## config.mk

```make
export PLATFORM = sky130hd
export DESIGN_NAME = sonic_v1_15_pcs_eth_10g_mac_rx_stat_counters
export DESIGN_NICKNAME = d
export VERILOG_FILES = /design/src/rtl/sonic_v1_15_pcs_eth_10g_mac_rx_stat_counters.sv
export SDC_FILE = /design/constraint.sdc
export NUM_CORES = 1
export LEC_CHECK = 0
export BUFFER_PORTS_ARGS = -buffer_cell sky130_fd_sc_hd__buf_2
export CORE_UTILIZATION = 25
export CTS_CLUSTER_DIAMETER = 100
export DETAILED_ROUTE_END_ITERATION = 8
export PLACE_DENSITY = 0.44
export SYNTH_ARGS = -nofsm -noshare
export SYNTH_HDL_FRONTEND = slang
export SYNTH_SLANG_ARGS = --single-unit
```

## constraint.sdc

```tcl
create_clock -name clk -period 8.5 [get_ports clk]
set_input_delay 0.85 -clock clk [delete_from_list [all_inputs] [get_ports clk]]
set_output_delay 0.85 -clock clk [all_outputs]
set_load 0.1 [all_outputs]
```

## src/rtl/sonic_v1_15_pcs_eth_10g_mac_rx_stat_counters.sv

```systemverilog
// RX statistics block: a two-stage pipeline feeding eleven saturating frame/octet/error counters,
// read and cleared through an Avalon-MM CSR slave with a shared hi-word snapshot.
module sonic_v1_15_pcs_eth_10g_mac_rx_stat_counters #(
  parameter int CNT_W = 36
) (
  input  logic        clk,
  input  logic        reset_n,
  input  logic        in_valid,
  input  logic [39:0] in_data,
  input  logic [6:0]  in_error,
  input  logic [4:0]  csr_address,
  input  logic        csr_read,
  input  logic        csr_write,
  input  logic [31:0] csr_writedata,
  output logic [31:0] csr_readdata,
  output logic        csr_readdatavalid
);

  localparam int N_CNT = 11;
  localparam int HI_W  = CNT_W - 32;

  function automatic logic [CNT_W-1:0] sat_add(input logic [CNT_W-1:0] a,
                                               input logic [CNT_W-1:0] b);
    logic [CNT_W:0] sum;
    sum = {1'b0, a} + {1'b0, b};
    if (sum[CNT_W]) begin
      return {CNT_W{1'b1}};
    end else begin
      return sum[CNT_W-1:0];
    end
  endfunction

  logic                        s1_valid_r;
  logic [18:0]                 s1_data_r;
  logic [4:0]                  s1_error_r;   // {phy, crc, len, oversize, undersize}
  logic [N_CNT-1:0][CNT_W-1:0] cnt_r;
  logic [N_CNT-1:0][CNT_W-1:0] inc_s;
  logic [HI_W-1:0]             snap_r;
  logic [31:0]                 hi_ext_s;
  logic [31:0]                 rd_mux_s;
  logic [3:0]                  idx_s;
  logic                        snap_load_s;
  logic                        err_any_s;
  logic                        clear_s;
  logic                        unused_s;

  assign unused_s = ^{in_data[39:19], in_error[5:4], csr_writedata[31:1]};
  assign clear_s  = csr_write & (csr_address == 5'd31) & csr_writedata[0];
  assign idx_s    = csr_address[4:1];

  // Stage 1: capture the status beat
  always_ff @(posedge clk or negedge reset_n) begin
    if (!reset_n) begin
      s1_valid_r <= 1'b0;
      s1_data_r  <= 19'd0;
      s1_error_r <= 5'd0;
    end else begin
      s1_valid_r <= in_valid;
      s1_data_r  <= in_data[18:0];
      s1_error_r <= {in_error[6], in_error[3:0]};
    end
  end

  // Per-counter increment for the beat in stage 1
  always_comb begin
    inc_s        = '0;
    err_any_s    = |s1_error_r;
    inc_s[0][0]  = ~err_any_s;
    inc_s[1][0]  = err_any_s;
    inc_s[2][0]  = s1_error_r[3];
    inc_s[3][0]  = s1_error_r[0];
    inc_s[4][0]  = s1_error_r[1];
    inc_s[5][0]  = s1_error_r[2];
    inc_s[6][0]  = s1_error_r[4];
    if (!err_any_s) begin
      inc_s[7][15:0] = s1_data_r[15:0];
    end else begin
      inc_s[7] = '0;
    end
    inc_s[8][0]  = ~err_any_s & s1_data_r[16];
    inc_s[9][0]  = ~err_any_s & s1_data_r[17];
    inc_s[10][0] = s1_data_r[18];
  end

  // Stage 2: counters; a CSR clear drops the beat currently in stage 2
  always_ff @(posedge clk or negedge reset_n) begin
    if (!reset_n) begin
      cnt_r <= '0;
    end else if (clear_s) begin
      cnt_r <= '0;
    end else if (s1_valid_r) begin
      for (int i = 0; i < N_CNT; i++) begin
        cnt_r[i] <= sat_add(cnt_r[i], inc_s[i]);
      end
    end else begin
      cnt_r <= cnt_r;
    end
  end

  // CSR read decode; a lo-word read also requests a hi snapshot
  always_comb begin
    hi_ext_s             = '0;
    hi_ext_s[HI_W-1:0]   = snap_r;
    rd_mux_s             = 32'd0;
    snap_load_s          = 1'b0;
    if (csr_address == 5'd31) begin
      rd_mux_s = 32'h0000_0001;
    end else if (csr_address < 5'd22) begin
      if (csr_address[0]) begin
        rd_mux_s = hi_ext_s;
      end else begin
        rd_mux_s    = cnt_r[idx_s][31:0];
        snap_load_s = 1'b1;
      end
    end else begin
      rd_mux_s = 32'd0;
    end
  end

  // CSR response and hi snapshot; a same-cycle clear lands after the read is served
  always_ff @(posedge clk or negedge reset_n) begin
    if (!reset_n) begin
      csr_readdata      <= 32'd0;
      csr_readdatavalid <= 1'b0;
      snap_r            <= '0;
    end else begin
      csr_readdatavalid <= csr_read;
      if (csr_read) begin
        csr_readdata <= rd_mux_s;
      end else begin
        csr_readdata <= csr_readdata;
      end
      if (clear_s) begin
        snap_r <= '0;
      end else if (csr_read && snap_load_s) begin
        snap_r <= cnt_r[idx_s][CNT_W-1:32];
      end else begin
        snap_r <= snap_r;
      end
    end
  end

endmodule

```

# --- After elaboration in Yosys (flattened, before gate mapping) ---
# Index checks and enable logic that the tools add are counted.
op_classes:
  addsub: 11
  magnitude_cmp: 2
  eq_ne: 1
  mux: 24
  bitwise_logic: 5
  reduce_logical: 4
ops:
  columns: ["operator", "n"]
  rows:
  - ["$mux 396", 2]
  - ["$mux 36", 12]
  - ["$add 36x1->37", 10]
  - ["$bmux 36 s4", 1]
  - ["$mux 32", 3]
  - ["$add 36x16->37", 1]
  - ["$mux 16", 1]
  - ["$mux 4", 2]
  - ["$eq 5x5->1 const B", 1]
  - ["$lt 4x5->1 const B", 1]
  - ["$lt 5x5->1 const B", 1]
  - ["$reduce_or 5->1", 1]
  - ["$and 1x1->1", 4]
  - ["$reduce_bool 2->1", 2]
  - ["$mux 1", 3]
  - ["$logic_and 1x1->1", 1]
  - ["$not 1->1", 1]
word_totals:
  regBits: 458
  in_bits: 89
  out_inout_bits: 33
  elab_cells: 64

# --- Longest topological paths before layout ---
# Gate-level depths: netlist (run 1).
logic_depth:
  depth_word: 7
  mapped_depth: 14
  mapped_depth_nobuf: 12

# --- Worst setup path before layout (run 1) ---
# OpenSTA, ideal clock, no wires.
synth_path:
  kind: "reg2reg"
  startpoint: "register s1_error_r[0]"
  endpoint: "register cnt_r[283] (netlist bit)"
  t_arrival_ns: 3.285
  slack_ns: 5.077
  path_stages_with_launch: 14
  period_less_slack_ns: 3.423
  path_cell_list: "dfrtp_1 > or4_1 > nor2_1 > clkbuf_1 > and2_1 > ha_1 > a21o_1 > a22o_1 > o31ai_1 > o21a_1 > o21a_1 > clkbuf_1 > and3_1 > a211oi_1"
synth_via:
  elab_chain_cells: 6
synth_lines:
  columns: ["element", "line", "source"]
  rows:
  - ["start, declared", "35", "logic [4:0] s1_error_r;"]
  - ["start signal, assigned", "60", "s1_error_r <= {in_error[6], in_error[3:0]};"]
  - ["$reduce_or 5->1", "67", "err_any_s = |s1_error_r;"]
  - ["$mux 16", "75", "if (!err_any_s) begin"]
  - ["$add 36x16->37", "25", "sum = {1'b0, a} + {1'b0, b};"]
  - ["$mux 36", "26", "if (sum[CNT_W]) begin"]
  - ["$mux 396", "91", "end else if (s1_valid_r) begin"]
  - ["$mux 396", "89", "end else if (clear_s) begin"]
  - ["end signal, assigned by index", "93", "cnt_r[i] <= sat_add(cnt_r[i], inc_s[i]);"]
  - ["end signal, assigned", "96", "cnt_r <= cnt_r;"]
  - ["end, declared", "36", "logic [N_CNT-1:0][CNT_W-1:0] cnt_r;"]
# No other way between the ends. The select of a mux whose other input is x is not followed.
# A chain may end at the register's enable or synchronous reset.

# --- Worst setup path in the final report (run 1) ---
layout_path:
  startpoint: "register s1_error_r[0]"
  endpoint: "register cnt_r[353] (netlist bit)"
layout_via:
  elab_chain_cells: 7
layout_lines:
  columns: ["element", "line", "source"]
  rows:
  - ["$reduce_or 5->1", "67", null]
  - ["$not 1->1", "81", "inc_s[9][0] = ~err_any_s & s1_data_r[17];"]
  - ["$and 1x1->1", "81", null]
  - ["$add 36x1->37", "25", null]
  - ["$mux 36", "26", null]
  - ["$mux 396", "91", null]
  - ["$mux 396", "89", null]
# No other way between the ends. The select of a mux whose other input is x is not followed.

==> results of run 1 <==
## layer usage
layer  up-vias  share of wire (%)  GRT usage, %
li1      11221                  -             -
met1     12007                 48         25.70
met2       630                 44         26.60
met3       122                5.2         2.682
met4         0                2.9         5.614
met5         -                  0             0
## where the power goes
group / switching [W] / internal, W / total (W)
Combinational: 0.00101 / 0.000691 / 0.00170
Clock: 0.00101 / 0.00145 / 0.00246
Sequential: 0.000653 / 0.00262 / 0.00327
Total: 0.00267 / 0.00476 / 0.00743
## cell type report
cell class	instances	area share, %
repair buffers	98	2.003
inverters	67	0.8274
well taps	1403	5.746
clock inverters	11	0.4260
flip-flops and latches	458	37.53
multi-input cells	2241	47.88
clock buffers	85	5.570
diodes	2	0.01638
## stage by stage
stage	hold WS (ns)	utilization (%)	cell area, um^2
2_1_floorplan	0.4518	-	27070
3_3_place_gp	0.4893	26.78	28710
3_5_place_dp	0.4911	26.78	28710
4_1_cts	0.2622	28.49	30540
5_1_grt	0.2870	28.49	30540
6_report	0.2329	28.50	30550
## registers in the layout, summed over array words and instances (netlist names)
register	cells
s1_error_r	5
csr_readdatavalid	1
cnt_r	396
s1_valid_r	1
snap_r	4
s1_data_r	19
csr_readdata	32
## cells in the mapped netlist (all sizes together), types with 4 or more instances
master	number	area share, %
a21o	6	0.17
dfrtp	458	42
o21a	13	0.36
nand2	243	3.4
nor4	23	0.68
or2	6	0.14
a41o	4	0.15
a41oi	21	0.68
or4	7	0.21
xnor2	6	0.19
nor2	264	3.7
nor3	125	2.4
nand4	57	1.3
and2	63	1.5
a31o	7	0.23
nand2b	6	0.14
inv	66	0.92
a211oi	54	1.5
buf	55	1.0
mux4	72	6.0
o22ai	43	0.99
and3	125	2.9
o211a	13	0.48
nor2b	7	0.16
clkbuf	123	1.8
a311oi	108	3.6
o21ai	204	3.8
o221a	16	0.67
mux2i	98	3.6
a211o	12	0.39
ha	36	1.7
a31oi	98	2.3
and4b	5	0.18
a21oi	255	4.7
nand3	157	3.0
or3	13	0.36
and4	44	1.4
xor2	6	0.19
## kinds of logic (layout without fill, tap and decap cells)
kind of cell             after synthesis  count (layout)  share of synthesized area [%]
flip-flops                           458             458                          42.34
buffers and inverters                245             261                          3.730
XOR/XNOR                              12              12                         0.3883
adder cells (fa/ha/maj)               37              37                          1.738
AND/OR/NAND/NOR                     1152            1152                          21.68
multiplexers                         171             171                          9.670
AO/OA/AOI/OAI                        869             869                          20.45
other                                  0               2                              0
## cell usage in the layout, fill, tap and decap left out, drive strengths merged, types with 4 or more instances in the layout
master / synthesis / final
a41o: 4 / 4
nand2b: 6 / 6
or2: 6 / 6
nor4: 23 / 23
o221a: 16 / 16
dfrtp: 458 / 458
ha: 36 / 36
nand2: 243 / 243
and4b: 5 / 5
xnor2: 6 / 6
clkinv: 1 / 9
xor2: 6 / 6
a31oi: 98 / 98
o21ai: 204 / 204
nor2: 264 / 264
a21oi: 255 / 255
buf: 55 / 98
inv: 66 / 66
a21o: 6 / 6
a311oi: 108 / 108
o22ai: 43 / 43
a211oi: 54 / 54
a211o: 12 / 12
o21a: 13 / 13
o211a: 13 / 13
a31o: 7 / 7
mux2i: 98 / 98
nor3: 125 / 125
or3: 13 / 13
and2: 63 / 63
mux4: 72 / 72
nand4: 57 / 57
clkbuf: 123 / 85
nor2b: 7 / 7
and3: 125 / 125
a41oi: 21 / 21
and4: 44 / 44
nand3: 157 / 157
or4: 7 / 7
## worst max path at each step
stage                       start          to  slack [ns]  cells after the start
detailed placement  s1_error_r[0]  cnt_r[353]        3.90                     12
finish              s1_error_r[0]  cnt_r[353]        3.86                     12
CTS                 s1_error_r[0]  cnt_r[353]        3.88                     12
global placement    s1_error_r[0]  cnt_r[278]        4.01                     11
global route        s1_error_r[0]  cnt_r[355]        3.61                     12
floorplan           s1_error_r[0]  cnt_r[283]        5.08                     13
==> impl_metrics.toml, run 1 <==
[critical_path]
r2r_end = "cnt_r[353]"
crit_chain = "or4_1 -> nor2_2 -> buf_4 -> and2_1 -> ha_1 -> ha_1 -> nand4_1 -> nor3_1 -> nand2_1 -> nand2_1 -> nor2_1 -> a311oi_1"
critPathRequiredTime_ns = 9.03
worstReg2RegStart = "s1_error_r[0]"
max_stage_delay_ns = 0.55
cp-end-kind = "flip-flop"
r2r_cells = 12
critical_path.top_delay_family = "simple AND/OR/NAND/NOR gates"
r2r_slack_ns = 3.86
path_buf_inv = 1
cp_max_fo = 17
crit_type = "flip-flop to flip-flop"
crit_path_start_kind = "flip-flop"
crit_path_top_delay_cell = "or4_1"
arrival_ns = 5.18

[synth]
avgSynthCellArea_um2 = 9.194
syn-cell-area_mm2 = 0.02707
synth-seq-cells = 458
syn_inst = 2944
synth_edf_count = 0
ys_warn_count = 0
yosysSeqAreaShare_pct = 42.34
synth_fp_nets = 3070
ys_types = 85
synth_async_sr_flop_share_pct = 100.0
ys.flop_type = "dfrtp_1"

[clock_network]
cts_root_buf = "clkbuf_16"
cts_max_path_buffers = 3
cts_sinks = 458
htreeDepth = 2
path_clk_slew_ns = 0.07
post_cts_buffers = 0
cts_tree = "built"
clk_latency_ns = 0.64
post_cts_resized = 0
hold_buffers = 0
cts_made_buffers = 54

[status]
status = "finished, final reports clean"

[grt]
track_usage_pct = 17.65
grt_pass1_vias = 22657
grt_start_max_net_pins = 126
grt_first_pass_wirelength_um = 148600
antenna_found_initial = 1
gr-total-overflow = 0

[placed_design]
dp_cells = 4267
preCtsSetupSlack_ns = 3.899
dp_hpwl_um = 69100
port_buffers = 67
gp_congestion = 0.8814

[timing]
setup_violations = 0
tightest_slew_ns = 1.131
finalHoldViolations = 0
fmax_ghz = 0.2153
finalCriticalPeriod_ns = 4.645
finalClockSkew_ns = 0.02179
rsz0062_at_grt = "false"
maxSlewHeadroom_pct = 24.63
slew_violations = 0
fin_setup_tns_ns = 0
period_share_pct = 54.64
fin_ws_ns = 3.855

[layout]
drive_gt1_share_pct = 10.91
seq_area_mm2 = 0.01146
multiInputGateArea_mm2 = 0.01463
fin_nets = 3046
area_growth_pct = 12.86
fin_cells = 4365
nFillCells = 11467

[die]
die-area_mm2 = 0.1096
die_y_um = 331.0
core_mm2 = 0.1072
die_w_um = 331.0
pin_count = 122
initial_utilization_pct = 25.25
row_count = 120

[power_and_ir_drop]
p_leak_nw = 12.20
powerDensity_mw_per_mm2 = 243.1
total_power_w = 0.007427
peakVddDrop_mv = 0.1573

[routing]
wirelength_um = 97390
drc = 0
drt_first_pass_iters = 5
dr_total_vias = 23980
routedWlPerCell_um = 22.31
drt_iter0_drc = 2000
vias_per_cell = 5.494
antenna_left = 0

[min_path]
hold_class = "input pin to asynchronous set/reset pin"

[flow_run]
cap_viol_max_count = 0
(Power assumes the default switching activity.)
==> run 2, diff against run 1 <==
==> constraint.sdc (replaced) <==
create_clock -name clk -period 4.9 [get_ports clk]
set_input_delay 0.49 -clock clk [delete_from_list [all_inputs] [get_ports clk]]
set_output_delay 0.49 -clock clk [all_outputs]
set_load 0.1 [all_outputs]
==> run 2 against run 1 <==
Critical path depth unchanged. Worst setup slack worse by 3.3 ns. Sequential cell count is the same. First-iteration DRC count increased by 22%. Utilization rose by 0.55 points. Global-route usage rose by 0.14 points. Final area up 1.9%. Non-clock buffer count increased by 53.
==> impl_metrics.toml, run 2 (synthesized netlist as in run 1, its figures left out) <==
[routing]
drt_iter0_drc = 2442
dr_total_vias = 24064
antenna_left = 0
wirelength_um = 98390
drc = 0
routedWlPerCell_um = 22.24
drt_first_pass_iters = 6
vias_per_cell = 5.441

[die]
die_w_um = 331.0
pin_count = 122
initial_utilization_pct = 25.25
core_mm2 = 0.1072
die_y_um = 331.0
die-area_mm2 = 0.1096
row_count = 120

[critical_path]
r2r_cells = 12
r2r_end = "cnt_r[15]"
crit_path_start_kind = "flip-flop"
cp_max_fo = 17
r2r_slack_ns = 0.57
worstReg2RegStart = "s1_error_r[0]"
cp-end-kind = "flip-flop"
critPathRequiredTime_ns = 5.47
crit_type = "flip-flop to flip-flop"
arrival_ns = 4.90

[clock_network]
hold_buffers = 26
htreeDepth = 2
path_clk_slew_ns = 0.06
clk_latency_ns = 0.66
post_cts_resized = 0
cts_root_buf = "clkbuf_16"
post_cts_buffers = 0
cts_max_path_buffers = 3
cts_sinks = 458
cts_made_buffers = 55
cts_tree = "built"

[timing]
maxSlewHeadroom_pct = 27.48
period_share_pct = 88.41
fin_setup_tns_ns = 0
finalClockSkew_ns = 0.04196
tightest_slew_ns = 1.088
fmax_ghz = 0.2308
finalCriticalPeriod_ns = 4.332
slew_violations = 0
setup_violations = 0
rsz0062_at_grt = "false"
hold_ws_ns = 0.2877
finalHoldViolations = 0

[grt]
gr-usage-met1_pct = 25.57
grt_use_met3_pct = 3.076
busiest_layer = "met2"
track_usage_pct = 17.79
grt_pass1_vias = 22615
grt_start_max_net_pins = 106
grtUsageMet2_pct = 27.36
gr-total-overflow = 0
antenna_found_initial = 3
grt_first_pass_wirelength_um = 149200

[layout]
largest_reg_flops = 396
area_growth_pct = 15.02
top_regs = "cnt_r x396, csr_readdata x32, s1_data_r x19"
fin_cells = 4423
multiInputGateArea_mm2 = 0.01462
final_cell_mix = "dfrtp_1, nor2_1, a21oi_1"
final_common_cell = "dfrtp_1"
seq_area_mm2 = 0.01146
drive_gt1_share_pct = 12.09
fin_nets = 3100
nFillCells = 11489
top_register = "cnt_r"
design_area_mm2 = 0.03113
diodes = 0

[min_path]
min_from = "csr_read"
hold_end = "csr_readdatavalid"
hold_class = "input pin to flip-flop"
hold_path_depth = 1

[flow_run]
cap_viol_max_count = 0

[power_and_ir_drop]
powerDensity_mw_per_mm2 = 416.5
peakVddDrop_mv = 0.2614
total_power_w = 0.01297
p_leak_nw = 12.50

[placed_design]
dp_cells = 4294
post_dp_cell_area_mm2 = 0.02898
dp_hpwl_um = 71010
port_buffers = 67
gp_congestion = 0.8695

[status]
status = "finished, final reports clean"
run 2: cell count changes in the layout (fill, tap and decap cells not counted), moves of 3 or more:
cell           delta
clkbuf_1          -8
bufinv_16         -3
clkbuf_8         +10
buf_12            +6
buf_4            +21
dlygate4sd3_1    +26
clkinv_2          +6
run 2: power breakdown:
part           total, W  leakage (nW)  internal (W)  switching [W]
Sequential      0.00571          5.31       0.00454        0.00116
Clock           0.00428         0.954       0.00247        0.00182
Combinational   0.00298          6.24       0.00122        0.00175
run 2: how the worst max path moves through the flow:
stage	slack, ns	end	startpoint
final	0.57	cnt_r[15]	s1_error_r[0]
after detailed placement	0.50	cnt_r[15]	s1_error_r[0]
after CTS	0.47	cnt_r[15]	s1_error_r[0]
after floorplan	1.48	cnt_r[283]	s1_error_r[0]
after global routing	0.19	cnt_r[15]	s1_error_r[0]
after global placement	0.53	cnt_r[15]	s1_error_r[0]
run 2: cell type report:
| cell class | instances | area share [%] |
|---|---|---|
| Inverter | 67 | 0.8118 |
| Sequential cell | 458 | 36.82 |
| Timing Repair Buffer | 151 | 3.693 |
| Tap cell | 1403 | 5.638 |
| Clock buffer | 85 | 5.650 |
| Clock inverter | 18 | 0.4180 |
| Multi-Input combinational cell | 2241 | 46.96 |
run 2: worst max-delay path, stage by stage, from the launching register on:
cell and delay, ns:
dfrtp_1 0.39, or4_1 0.55, nor2_2 0.47, buf_4 0.33
ha_1 0.20, ha_1 0.21, nand4_1 0.21, or4_1 0.62
nor3_1 0.26, and2_1 0.37, nor2_2 0.23, a41oi_1 0.28
o21a_1 0.14
run 2: metal layers:
metal	vias up	routed length, um
met2	624	44110
met1	11998	45930
met5	-	13
met4	2	2459
li1	11320	-
met3	120	5867
run 2: per-stage QoR:
step	setup slack (ns)	utilization (%)
floorplan	1.477	-
global placement	0.5330	27.04
detailed placement	0.5020	27.04
CTS	0.4691	29.04
global route	0.1879	29.04
finish	0.5678	29.04
